`config.mk`:
```
export PLATFORM = sky130hd
export DESIGN_NAME = fm_sb_init_seq
export DESIGN_NICKNAME = d
export VERILOG_FILES = /design/src/rtl/fm_sb_pkg.sv /design/src/rtl/fm_sb_init_seq.sv
export SDC_FILE = /design/constraint.sdc
export NUM_CORES = 1
export LEC_CHECK = 0
export BUFFER_PORTS_ARGS = -buffer_cell sky130_fd_sc_hd__buf_2
export CORE_MARGIN = 2
export CORE_UTILIZATION = 45
export CTS_CLUSTER_SIZE = 28
export DETAILED_ROUTE_END_ITERATION = 6
export PLACE_DENSITY = 0.81
export SETUP_SLACK_MARGIN = 0.02
export SYNTH_ARGS = -nofsm -noshare
export SYNTH_HDL_FRONTEND = slang
export SYNTH_SLANG_ARGS = --single-unit
```
`constraint.sdc`:
```
create_clock -name axi_clk -period 2.2 [get_ports axi_clk]
set_input_delay 0.11 -clock axi_clk [delete_from_list [all_inputs] [get_ports axi_clk]]
set_output_delay 0.11 -clock axi_clk [all_outputs]
set_load 0.01 [all_outputs]
```
`src/rtl/fm_sb_pkg.sv`:
```
// Shared types and defaults for the FM spy-buffer initialization sequencer.
package fm_sb_pkg;

   localparam int sb_mapped_n       = 8;
   localparam int FM_SB_INIT_SETTLE = 4;

   typedef enum logic [2:0] {
      ST_IDLE,
      ST_SETTLE,
      ST_SCAN,
      ST_WRITE,
      ST_FINISH
   } fm_sb_init_state_t;

endpackage

```
`src/rtl/fm_sb_init_seq.sv`:
```
// Spy-buffer initialization sequencer: freezes unmasked buffers, zero-fills each one
// through the shared write port, then releases freeze and flags completion.
module fm_sb_init_seq
   import fm_sb_pkg::*;
#(
   parameter int SB_N   = sb_mapped_n,
   parameter int ADDR_W = 10,
   parameter int DATA_W = 32,
   parameter int SETTLE = FM_SB_INIT_SETTLE,
   localparam int SEL_W = (SB_N > 1) ? $clog2(SB_N) : 1
) (
   input  logic              axi_clk,
   input  logic              axi_reset,
   input  logic              init_req,
   input  logic              abort_req,
   input  logic [SB_N-1:0]   sb_mask,
   input  logic [SB_N-1:0]   freeze_in,
   output logic [SB_N-1:0]   freeze_out,
   output logic [SEL_W-1:0]  mem_sel,
   output logic [ADDR_W-1:0] mem_addr,
   output logic [DATA_W-1:0] mem_wdata,
   output logic              mem_we,
   input  logic              mem_ready,
   output logic              busy,
   output logic              done,
   output logic              aborted
);

   localparam int CNT_W = (SETTLE > 1) ? $clog2(SETTLE) : 1;
   localparam logic [CNT_W-1:0] CNT_LAST = CNT_W'(SETTLE - 1);
   localparam logic [SEL_W-1:0] SEL_LAST = SEL_W'(SB_N - 1);

   fm_sb_init_state_t state, state_nxt;
   logic              req_d;
   logic [CNT_W-1:0]  settle_cnt, cnt_nxt;
   logic [SEL_W-1:0]  sel_nxt;
   logic [ADDR_W-1:0] addr_nxt;
   logic              done_nxt, aborted_nxt;
   logic              start, frz_hold, sel_last, addr_last;

   assign start     = init_req & ~req_d;
   assign sel_last  = (mem_sel == SEL_LAST);
   assign addr_last = &mem_addr;

   // Write handshake: a write transfers in any cycle with mem_we & mem_ready; while
   // mem_ready is low mem_we stays high and mem_sel/mem_addr/mem_wdata hold steady.
   assign busy       = (state != ST_IDLE);
   assign frz_hold   = (state != ST_IDLE);
   assign mem_we     = (state == ST_WRITE);
   assign mem_wdata  = '0;
   assign freeze_out = freeze_in | ({SB_N{frz_hold}} & ~sb_mask);

   always_ff @(posedge axi_clk or posedge axi_reset) begin
      if (axi_reset) begin
         state      <= ST_IDLE;
         req_d      <= 1'b0;
         settle_cnt <= '0;
         mem_sel    <= '0;
         mem_addr   <= '0;
         done       <= 1'b0;
         aborted    <= 1'b0;
      end else begin
         state      <= state_nxt;
         req_d      <= init_req;
         settle_cnt <= cnt_nxt;
         mem_sel    <= sel_nxt;
         mem_addr   <= addr_nxt;
         done       <= done_nxt;
         aborted    <= aborted_nxt;
      end
   end

   always_comb begin
      state_nxt   = state;
      cnt_nxt     = settle_cnt;
      sel_nxt     = mem_sel;
      addr_nxt    = mem_addr;
      done_nxt    = done;
      aborted_nxt = aborted;
      case (state)
         ST_IDLE: begin
            if (start) begin
               done_nxt    = 1'b0;
               aborted_nxt = 1'b0;
               sel_nxt     = '0;
               addr_nxt    = '0;
               cnt_nxt     = '0;
               state_nxt   = ST_SETTLE;
            end
         end
         ST_SETTLE: begin
            if (abort_req) begin
               aborted_nxt = 1'b1;
               state_nxt   = ST_IDLE;
            end else if (settle_cnt == CNT_LAST) begin
               state_nxt = ST_SCAN;
            end else begin
               cnt_nxt = settle_cnt + 1'b1;
            end
         end
         ST_SCAN: begin
            // The mask is sampled here only, so mid-run mask edits apply at the next scan.
            if (abort_req) begin
               aborted_nxt = 1'b1;
               state_nxt   = ST_IDLE;
            end else if (!sb_mask[mem_sel]) begin
               addr_nxt  = '0;
               state_nxt = ST_WRITE;
            end else if (sel_last) begin
               state_nxt = ST_FINISH;
            end else begin
               sel_nxt = mem_sel + 1'b1;
            end
         end
         ST_WRITE: begin
            if (abort_req) begin
               aborted_nxt = 1'b1;
               state_nxt   = ST_IDLE;
            end else if (mem_ready) begin
               if (!addr_last) begin
                  addr_nxt = mem_addr + 1'b1;
               end else if (sel_last) begin
                  state_nxt = ST_FINISH;
               end else begin
                  sel_nxt   = mem_sel + 1'b1;
                  state_nxt = ST_SCAN;
               end
            end
         end
         ST_FINISH: begin
            done_nxt  = 1'b1;
            state_nxt = ST_IDLE;
         end
         default: state_nxt = ST_IDLE;
      endcase
   end

endmodule

```
==> impl_results.md, run 1 <==
- Period Utilization, post-route: 0.9137
- Static leakage: 0.9754 nW
- CP startpoint kind: register
- Min-Delay Path Class: input port to register
- DIE WIDTH: about 64 um
- Utilization after layout: 0.5478
- Multiplexer share of the synthesized area: 0.05100
- CP max FO: 7
- Max-cap violation count: 0
- Netlist Area Pre-Place: 1619 um2
- Slew headroom: 0.4775
- Area Growth Syn to Fin: 14.68%
- Longest Clk Path Bufs: 2
- Post-synthesis sequential area ratio: 0.3246
- Core area: around 3400 um2
- Most frequent cells in the layout: buf_2, conb_1, dfrtp_1
- Total wire length: roughly 3400 um
- Final Skew: ~0.0025 ns
- Largest net degree at the start of global routing: 22
- Synth Warn #: 0
- Xor-xnor portion of the synthesized cell area: 0
- Crit path required time: between 2 and 2.5 ns
- Gr ovfl total: 0
- Die Ht: 63.98 um
- Layout cell share with drive strength beyond 1: 0.2790
- Most common cell after layout, fill and taps aside: buf_2
- Row count: 21
- Vias in the first global route: between 1000 and 1500
- Syn avg cell area: about 8.9 um2
- Via density: slightly above 5
- Adder-Cell Fraction of Synth Area: 0.03091
- Fin crit period: between 2 and 2.5 ns
- Largest family of logic cells by synthesized area: simple AND/OR/NAND/NOR gates
- DP Worst Slack: roughly 0.19 ns
- Htree depth: 1
- Worst-path clk slew: around 0.12 ns
- Final Power: 1.626 mW
- DRC viols: 0
- Synth Area in Simple Gates: 0.2079
- Distinct cell type count after synthesis: 39
- VDD IR max: a little under 0.7 mV
- Final instance area: around 1900 um2
- Outcome: completed
- GRT Total Usage: 0.1674
- Worst slew pin tran: roughly 0.78 ns
- DIE AREA: roughly 4100 um2
- Post-DP Area: 1803 um2
- Ys async rst share: 1.000
- Clock latency on the worst-skew pair: ~0.31 ns
- Io pins: 78
- Count of flip-flops with a built-in enable after synthesis: 0
- #FFs+latches synth: 21
- Num Clock Sinks: 21
- RSZ-0062 raised after global routing: false
- Setup TNS Final: 0 ns
- Top cell type's share of synthesized area: 0.3246
- Mapped Cells: roughly 180
- CTS tree: done
- Synth area leader: dfrtp_1
- Main synth FF type: dfrtp_1
- Post-CTS setup buffers: 0
- Diode count: 0
- Initial Utilization: 0.4777
- FMAX: between 0.4 and 0.5 GHz
- I/O Buffers: 45
- Max-slew violations: 0
- HPWL after detailed placement: between 2000 and 3000 um
- Final setup margin: 0.1900 ns
- Top post-synthesis cells by area: dfrtp_1, buf_4, a221o_1, mux2i_1, o21bai_1
- Power Dens Cells: 875.6 nW/um2
- Routability congestion estimate from global placement: 0.9373
- Routed wire per std cell: 12.01 um
- FILL cells: approximately 320
- CTS Buf Count: 3
- Nets: about 260
- 1st-pass router iterations: 4
- Arrival @ worst endpoint: 2.22 ns
- Vias: ~1400
- Fin. Hold Viols: 0
- Setup CP Type: register to register
- Root Driver: clkbuf_4
- Initial antenna violation count: 0
- Critical Path End Type: register
- Post-DRT Antenna Nets: 0
- Final setup viols: 0
- Drt initial violations: approximately 110
- First-pass GRT wire length: approximately 5600 um
- Area fraction in compound gates after synthesis: 0.1994
where the power goes:
| group | total, mW | internal [mW] | leakage (nW) | switching, mW |
|---|---|---|---|---|
| combinational | 0.885 | 0.367 | 0.680 | 0.518 |
| sequential | 0.547 | 0.462 | 0.280 | 0.0845 |
| clock | 0.194 | 0.0709 | 0.0150 | 0.123 |
| total | 1.63 | 0.900 | 0.975 | 0.725 |
critical path, cell delays in order, from the launching register on:
cell     delay [ns]
dfrtp_1        0.43
ha_1           0.25
nand2_1        0.12
o41ai_2        0.45
a21oi_4        0.16
buf_4          0.18
a221o_1        0.32
registers in the layout, indices dropped and copies added (netlist names):
| register | cells |
|---|---|
| aborted | 1 |
| done | 1 |
| mem_addr | 10 |
| mem_sel | 3 |
| req_d | 1 |
| settle_cnt | 2 |
| state | 3 |
metal layers:
metal,up-vias,wire length (um),track usage
met5,-,0,0
met3,4,256,0.05106
met4,0,13,0.01630
li1,694,-,-
met2,62,1651,0.2930
met1,682,1428,0.2089
area by class of cell:
type | instances | area [um2] | area share
Inverter | 8 | 30.03 | 0.01617
Sequential cell | 21 | 525.5 | 0.2830
Multi-Input combinational cell | 146 | 919.6 | 0.4953
Clock buffer | 4 | 26.28 | 0.01415
Timing Repair Buffer | 54 | 297.8 | 0.1604
Tap cell | 46 | 57.56 | 0.03100
cells by family after synthesis:
family          after synthesis
flops                        21
fa+ha+maj                     4
buf+inv                      45
mux                           8
compound gates               41
other cells                   1
simple gates                 61
path summary, 6_finish.rpt:
path | from | to | slack [ns] | cells past startpoint
max reg2reg | mem_addr[0]$_DFFE_PP0P_ | mem_addr[9]$_DFFE_PP0P_ | 0.19 | 6
max in group asynchronous | axi_reset | state[1]$_DFFE_PP0P_ | 1.25 | 3
min in group asynchronous | axi_reset | mem_addr[3]$_DFFE_PP0P_ | 0.47 | 3
min reg2reg | settle_cnt[1]$_DFFE_PP0P_ | settle_cnt[1]$_DFFE_PP0P_ | 0.52 | 2
max | mem_addr[0]$_DFFE_PP0P_ | mem_addr[9]$_DFFE_PP0P_ | 0.19 | 6
min | abort_req | aborted$_DFFE_PP0P_ | 0.16 | 3
metrics by stage:
| stage | instances | hold WS, ns |
|---|---|---|
| floorplan | 212 | 0.08653 |
| global placement | 273 | 0.2507 |
| detailed placement | 273 | 0.2510 |
| CTS | 279 | 0.1508 |
| global route | 279 | 0.1850 |
| finish | 279 | 0.1593 |
synthesized netlist by cell type, types with 2 or more instances:
cell / number
buf_4: 34
dfrtp_1: 21
nand3_1: 11
nand2_1: 10
and3_1: 9
nor2_1: 9
o21bai_1: 8
a221o_1: 7
inv_1: 7
o21ai_0: 7
mux2i_1: 6
nor3_1: 6
a21oi_1: 4
ha_1: 4
nand2b_1: 4
a21o_1: 3
nor3b_1: 3
a22o_1: 2
a2bb2oi_1: 2
a31oi_1: 2
clkbuf_1: 2
mux2_2: 2
nand4_1: 2
what timing repair did:
item                       in CTS  in global routing
hold endpoints to repair       22                  0
gates resized for setup         0                  1
setup endpoints to repair       0                  1
hold buffers                    2                  0
No activity file was read; power rests on OpenSTA's default activity.
==> run 2, diff against run 1 <==
- RECOVER_POWER: unset -> 25
==> run 2 against run 1 <==
  * Clock skew down 0.00083 ns
  * First-iteration DRC count up 2.8%
  * Die area unchanged
  * Via count up 0.21%
  * Sequential cell count unchanged
  * Highest routed layer unchanged
  * Register-to-register slack about the same
  * Sequential share of layout area up 0.17 points
  * Power down 0.30%
  * Critical path type unchanged
  * Largest power group unchanged
  * Hold slack worse by 0.0029 ns
  * Worst setup slack worse by 0.0048 ns
==> impl_results.md, run 2 (synthesis results as in run 1) <==
- Outcome: completed
- Met3 wire len: 258 um
- Worst-path clk slew: 0.12 ns
- Via density: roughly 5.2
- 1st-pass router iterations: 4
- Crit path required time: 2.41 ns
- Diode count: 0
- Root Driver: clkbuf_4
- I/O Buffers: 45
- Register bank with the most flops: mem_addr
- Clock latency on the worst-skew pair: approximately 0.31 ns
- Slowest stage cell, crit path: o41ai_2
- Most common cell after layout, fill and taps aside: buf_2
- Drt initial violations: ~110
- Power Dens Cells: about 880 nW/um2
- Htree depth: 1
- Top Registers: mem_addr: 10 flops, mem_sel: 3 flops, state: 3 flops
- Clock power frac: 0.120
- Nets: 259
- Die Ht: 63.98 um
- Fraction of power consumed by sequential logic: 0.338
- Total wire length: around 3300 um
- Routed wl met2: roughly 1600 um
- FMAX: 0.4963 GHz
- VDD IR max: between 0.6 and 0.7 mV
- Longest Clk Path Bufs: 2
- Fin crit period: approximately 2.0 ns
- Post-DRT Antenna Nets: 0
- CTS Buf Count: 3
- DIE AREA: 4093 um2
- Post-CTS setup buffers: 0
- Delay-heaviest family, CP: compound AO/OA/AOI/OAI gates
- Comb pwr share: 0.542
- Most frequent cells in the layout: buf_2, conb_1, dfrtp_1
- Fin. Hold Viols: 0
- Setup CP Type: register to register
- Layout cell share with drive strength beyond 1: 0.2489
- Net Switching: just over 0.7 mW
- Max reg flops: 10
- Max Used Layer: met4
- Final Skew: between 0.0015 and 0.002 ns
- DIE WIDTH: ~64 um
- Setup TNS Final: 0 ns
- CTS tree: done
- RSZ-0062 raised after global routing: false
- Static leakage: between 0.9 and 1 nW
- Arrival @ worst endpoint: 2.22 ns
- CP max FO: 7
- Largest net degree at the start of global routing: 22
- Max-cap violation count: 0
- CP max stage delay: between 0.4 and 0.5 ns
- Num Clock Sinks: 21
- First-pass GRT wire length: about 5600 um
- HPWL after detailed placement: between 2000 and 3000 um
- DRC viols: 0
- Vias: between 1000 and 1500
- Routability congestion estimate from global placement: between 0.9 and 1
- Core area: about 3400 um2
- Crit path buf inv count: 1
- GRT Total Usage: 0.1674
- Final Power: between 1.5 and 2 mW
- Routed wire per std cell: 11.96 um
- Critical Path End Type: register
- Io pins: 78
- Final setup viols: 0
- Worst path cell trace: ha_1, nand2_1, o41ai_2, a21oi_4, buf_4, a221o_1
- Worst slew pin tran: a little under 0.8 ns
- Period Utilization, post-route: 0.9158
- Row count: 21
- Initial antenna violation count: 0
- CP startpoint kind: register
- Internal Power: 0.8943 mW
- Area Growth Syn to Fin: 13.99%
- Max-slew violations: 0
- Gr ovfl total: 0
- M1 WL: between 1000 and 1500 um
- Vias in the first global route: about 1300
- Slew headroom: 0.4773
- Initial Utilization: 0.4777
- Sw Share: 0.4483
- Min-Delay Path Class: input port to register
[run 2: changes by cell type in the layout (fill, tap and decap cells not counted), sizes merged]
cell | previous run | this run
buf | 52 | 45
clkbuf | 4 | 11
[run 2: through the flow]
stage,util,area [um2],hold slack (ns),setup slack (ns),std cells
2_1_floorplan,-,1735,0.08653,0.2781,212
3_3_place_gp,0.5319,1803,0.2507,0.2531,273
3_5_place_dp,0.5319,1803,0.2510,0.1854,273
4_1_cts,0.5456,1849,0.1508,0.1579,279
5_1_grt,0.5445,1846,0.1868,0.04291,279
6_report,0.5445,1846,0.1564,0.1852,279
[run 2: path summary, 6_finish.rpt]
check	startpoint	end	slack (ns)	depth (start not counted)
worst max-delay path	mem_addr[0]$_DFFE_PP0P_	mem_addr[9]$_DFFE_PP0P_	0.19	6
worst min-delay path	abort_req	aborted$_DFFE_PP0P_	0.16	3
worst max register to register	mem_addr[0]$_DFFE_PP0P_	mem_addr[9]$_DFFE_PP0P_	0.19	6
worst min register to register	settle_cnt[1]$_DFFE_PP0P_	settle_cnt[1]$_DFFE_PP0P_	0.52	2
max in group asynchronous	axi_reset	state[2]$_DFFE_PP0P_	1.25	3
min in group asynchronous	axi_reset	mem_addr[0]$_DFFE_PP0P_	0.47	3
[run 2: repair_timing]
action,4_1_cts,5_1_grt
resized for setup,0,1
setup endpoints to repair,0,1
hold buffers,2,0
hold endpoints to repair,22,0
[run 2: worst reg2reg max path: cells and delay by family (launching register included)]
| family | cells | cell delay, ns |
|---|---|---|
| flip-flops | 1 | 0.43 |
| AND/OR/NAND/NOR | 1 | 0.12 |
| AO/OA/AOI/OAI | 3 | 0.93 |
| adder cells (fa/ha/maj) | 1 | 0.25 |
| buffers and inverters | 1 | 0.18 |
[run 2: per-layer routing]
layer / vias up / track usage
li1: 695 / -
met1: 683 / 0.2089
met3: 2 / 0.05106
met5: - / 0
met2: 65 / 0.2930
met4: 0 / 0.01630
[run 2: cell type report]
type	count	area (um2)
well taps	46	57.56
repair buffers	54	286.5
clock buffers	4	26.28
multi-input cells	146	919.6
flip-flops and latches	21	525.5
fillers	320	1544
inverters	8	30.03
[run 2: power by group through the flow]
stage               clock network [mW]  logic (mW)  registers (mW)
detailed placement                   0       0.874           0.556
finish                           0.195       0.879           0.547
global placement                     0       0.860           0.551
CTS                              0.201       0.883           0.548
floorplan                            0       0.635           0.565
global route                     0.219       0.984           0.564
==> run 3, diff against run 2 <==
- clock period: 2.2 -> 2.1 ns (I/O delays scaled with it)
==> run 3 against run 2 <==
  * Cell count is 1.1% higher
  * Via count is 0.69% lower
  * Clock power hardly changed
  * Global-route usage is 0.83 points lower
==> impl_results.md, run 3 (synthesis results as in run 1) <==
- Initial antenna violation count: 0
- HPWL after detailed placement: between 2000 and 3000 um
- Crit path required time: roughly 2.3 ns
- Max-cap violation count: 0
- CTS Buf Count: 3
- Sequential cell area: 525.5 um2
- Comb pwr share: 0.548
- Drt initial violations: 76
- RSZ-0062 raised after global routing: false
- Vias: 1435
- Power Dens Cells: 909.7 nW/um2
- Clock power frac: 0.115
- Nets: 262
- Final Skew: around 0.0019 ns
- Sw Share: 0.4427
- Fraction of power consumed by sequential logic: 0.337
- 1st-pass router iterations: 4
- HP Start: abort_req
- Max reg flops: 10
- # placed instances: 276
- Multi-input logic area: between 900 and 1000 um2
- Worst-path clk slew: ~0.12 ns
- Slew headroom: 0.4744
- Outcome: completed
- Worst slew pin tran: 0.7875 ns
- DRC viols: 0
- Fin crit period: roughly 2.0 ns
- First-pass GRT wire length: 5326 um
- Arrival @ worst endpoint: roughly 2.2 ns
- Area Growth Syn to Fin: 15.46%
- RR Startpoint: state[0]$_DFFE_PP0P_
- Period Utilization, post-route: 0.9289
- Num Clock Sinks: 21
- Max-slew violations: 0
- Hold Slack: between 0.15 and 0.2 ns
- FMAX: between 0.5 and 0.6 GHz
- Gr ovfl total: 0
- Io pins: around 80
- FILL cells: 334
- Initial Utilization: 0.4777
- Clock latency on the worst-skew pair: about 0.30 ns
- Static leakage: ~0.95 nW
- Worst Setup SP: init_req
- Setup CP Type: input port to register
- GRT Total Usage: 0.1591
- Top Registers: mem_addr: 10 flops, mem_sel: 3 flops, state: 3 flops
- CP startpoint kind: input port
- Htree depth: 1
- DIE AREA: 4093 um2
- Critical Path End Type: register
- Post-DP Area: around 1800 um2
- DIE WIDTH: 63.98 um
- Longest Clk Path Bufs: 2
- Via density: 5.089
- Most frequent cells in the layout: buf_2, conb_1, dfrtp_1
- Setup TNS Final: 0 ns
- Hold Path Depth: 3
- CTS tree: done
- Largest net degree at the start of global routing: 22
- Routability congestion estimate from global placement: ~0.9
- Core area: around 3400 um2
- CP max FO: 3
- Non-Filler Instances: about 280
- Die Ht: approximately 64 um
- Final instance area: roughly 1900 um2
- I/O Buffers: 45
- Vias in the first global route: 1193
- Post-CTS setup buffers: 0
- Internal Power: roughly 0.95 mW
- Post-DRT Antenna Nets: 0
- Diode count: 0
- Final setup viols: 0
- Most common cell after layout, fill and taps aside: buf_2
- Routed wire per std cell: 11.74 um
- Layout cell share with drive strength beyond 1: 0.2500
- Total wire length: roughly 3300 um
- Net Switching: 0.7528 mW
- Worst-case reg-to-reg path depth: 5
- Fin. Hold Viols: 0
- Utilization after layout: 0.5515
- VDD IR max: roughly 0.7 mV
- Min-Delay Path Class: input port to register
- Row count: 21
- Register bank with the most flops: mem_addr
- Root Driver: clkbuf_4
-- run 3: cell count changes in the layout (fill, tap and decap cells not counted), sizes merged --
cell    before  now
clkbuf      11   14
-- run 3: final timing paths --
check | end | slack (ns)
min in group asynchronous | mem_addr[3]$_DFFE_PP0P_ | 0.48
hold / removal | aborted$_DFFE_PP0P_ | 0.17
setup / recovery | mem_sel[0]$_DFFE_PP0P_ | 0.15
hold reg to reg | settle_cnt[1]$_DFFE_PP0P_ | 0.50
max in group asynchronous | mem_sel[1]$_DFFE_PP0P_ | 1.13
setup reg to reg | mem_sel[0]$_DFFE_PP0P_ | 0.16
-- run 3: cell type report --
cell class	count	share of cell area
clock buffers	4	0.01406
inverters	8	0.01606
multi-input cells	146	0.4933
flip-flops and latches	21	0.2811
well taps	46	0.03079
repair buffers	57	0.1647
-- run 3: worst max-delay path, cell delays in order --
cell and delay (ns):
dlygate4sd3_1 0.52, clkbuf_1 0.15, or4b_4 0.48, a21o_1 0.21, a21oi_1 0.12, o311a_2 0.23, mux2_2 0.33
-- run 3: power groups by stage --
stage / Combinational [mW] / Clock (mW) / Sequential, mW
after detailed placement: 0.935 / 0 / 0.584
after global routing: 1.05 / 0.230 / 0.590
after global placement: 0.913 / 0 / 0.577
after CTS: 0.944 / 0.205 / 0.576
after floorplan: 0.666 / 0 / 0.592
final: 0.932 / 0.195 / 0.573
-- run 3: repair_timing --
item	4_1_cts	5_1_grt
endpoints found under the hold margin	22	0
endpoints found under the setup margin	0	3
gates resized for setup	0	2
hold buffers	2	0
-- run 3: stage by stage --
| step | setup slack (ns) | total power [mW] |
|---|---|---|
| finish | 0.1493 | 1.701 |
| global route | 0.04084 | 1.866 |
| CTS | 0.03051 | 1.725 |
| detailed placement | 0.06352 | 1.519 |
| global placement | 0.1265 | 1.489 |
| floorplan | 0.1781 | 1.258 |
-- run 3: layer usage --
metal | track usage | wire [um] | up-vias
li1 | - | - | 703
met1 | 0.2109 | 1432 | 672
met2 | 0.2760 | 1649 | 60
met3 | 0.03697 | 228 | 0
met4 | 0.008152 | 0 | 0
met5 | 0 | 0 | -
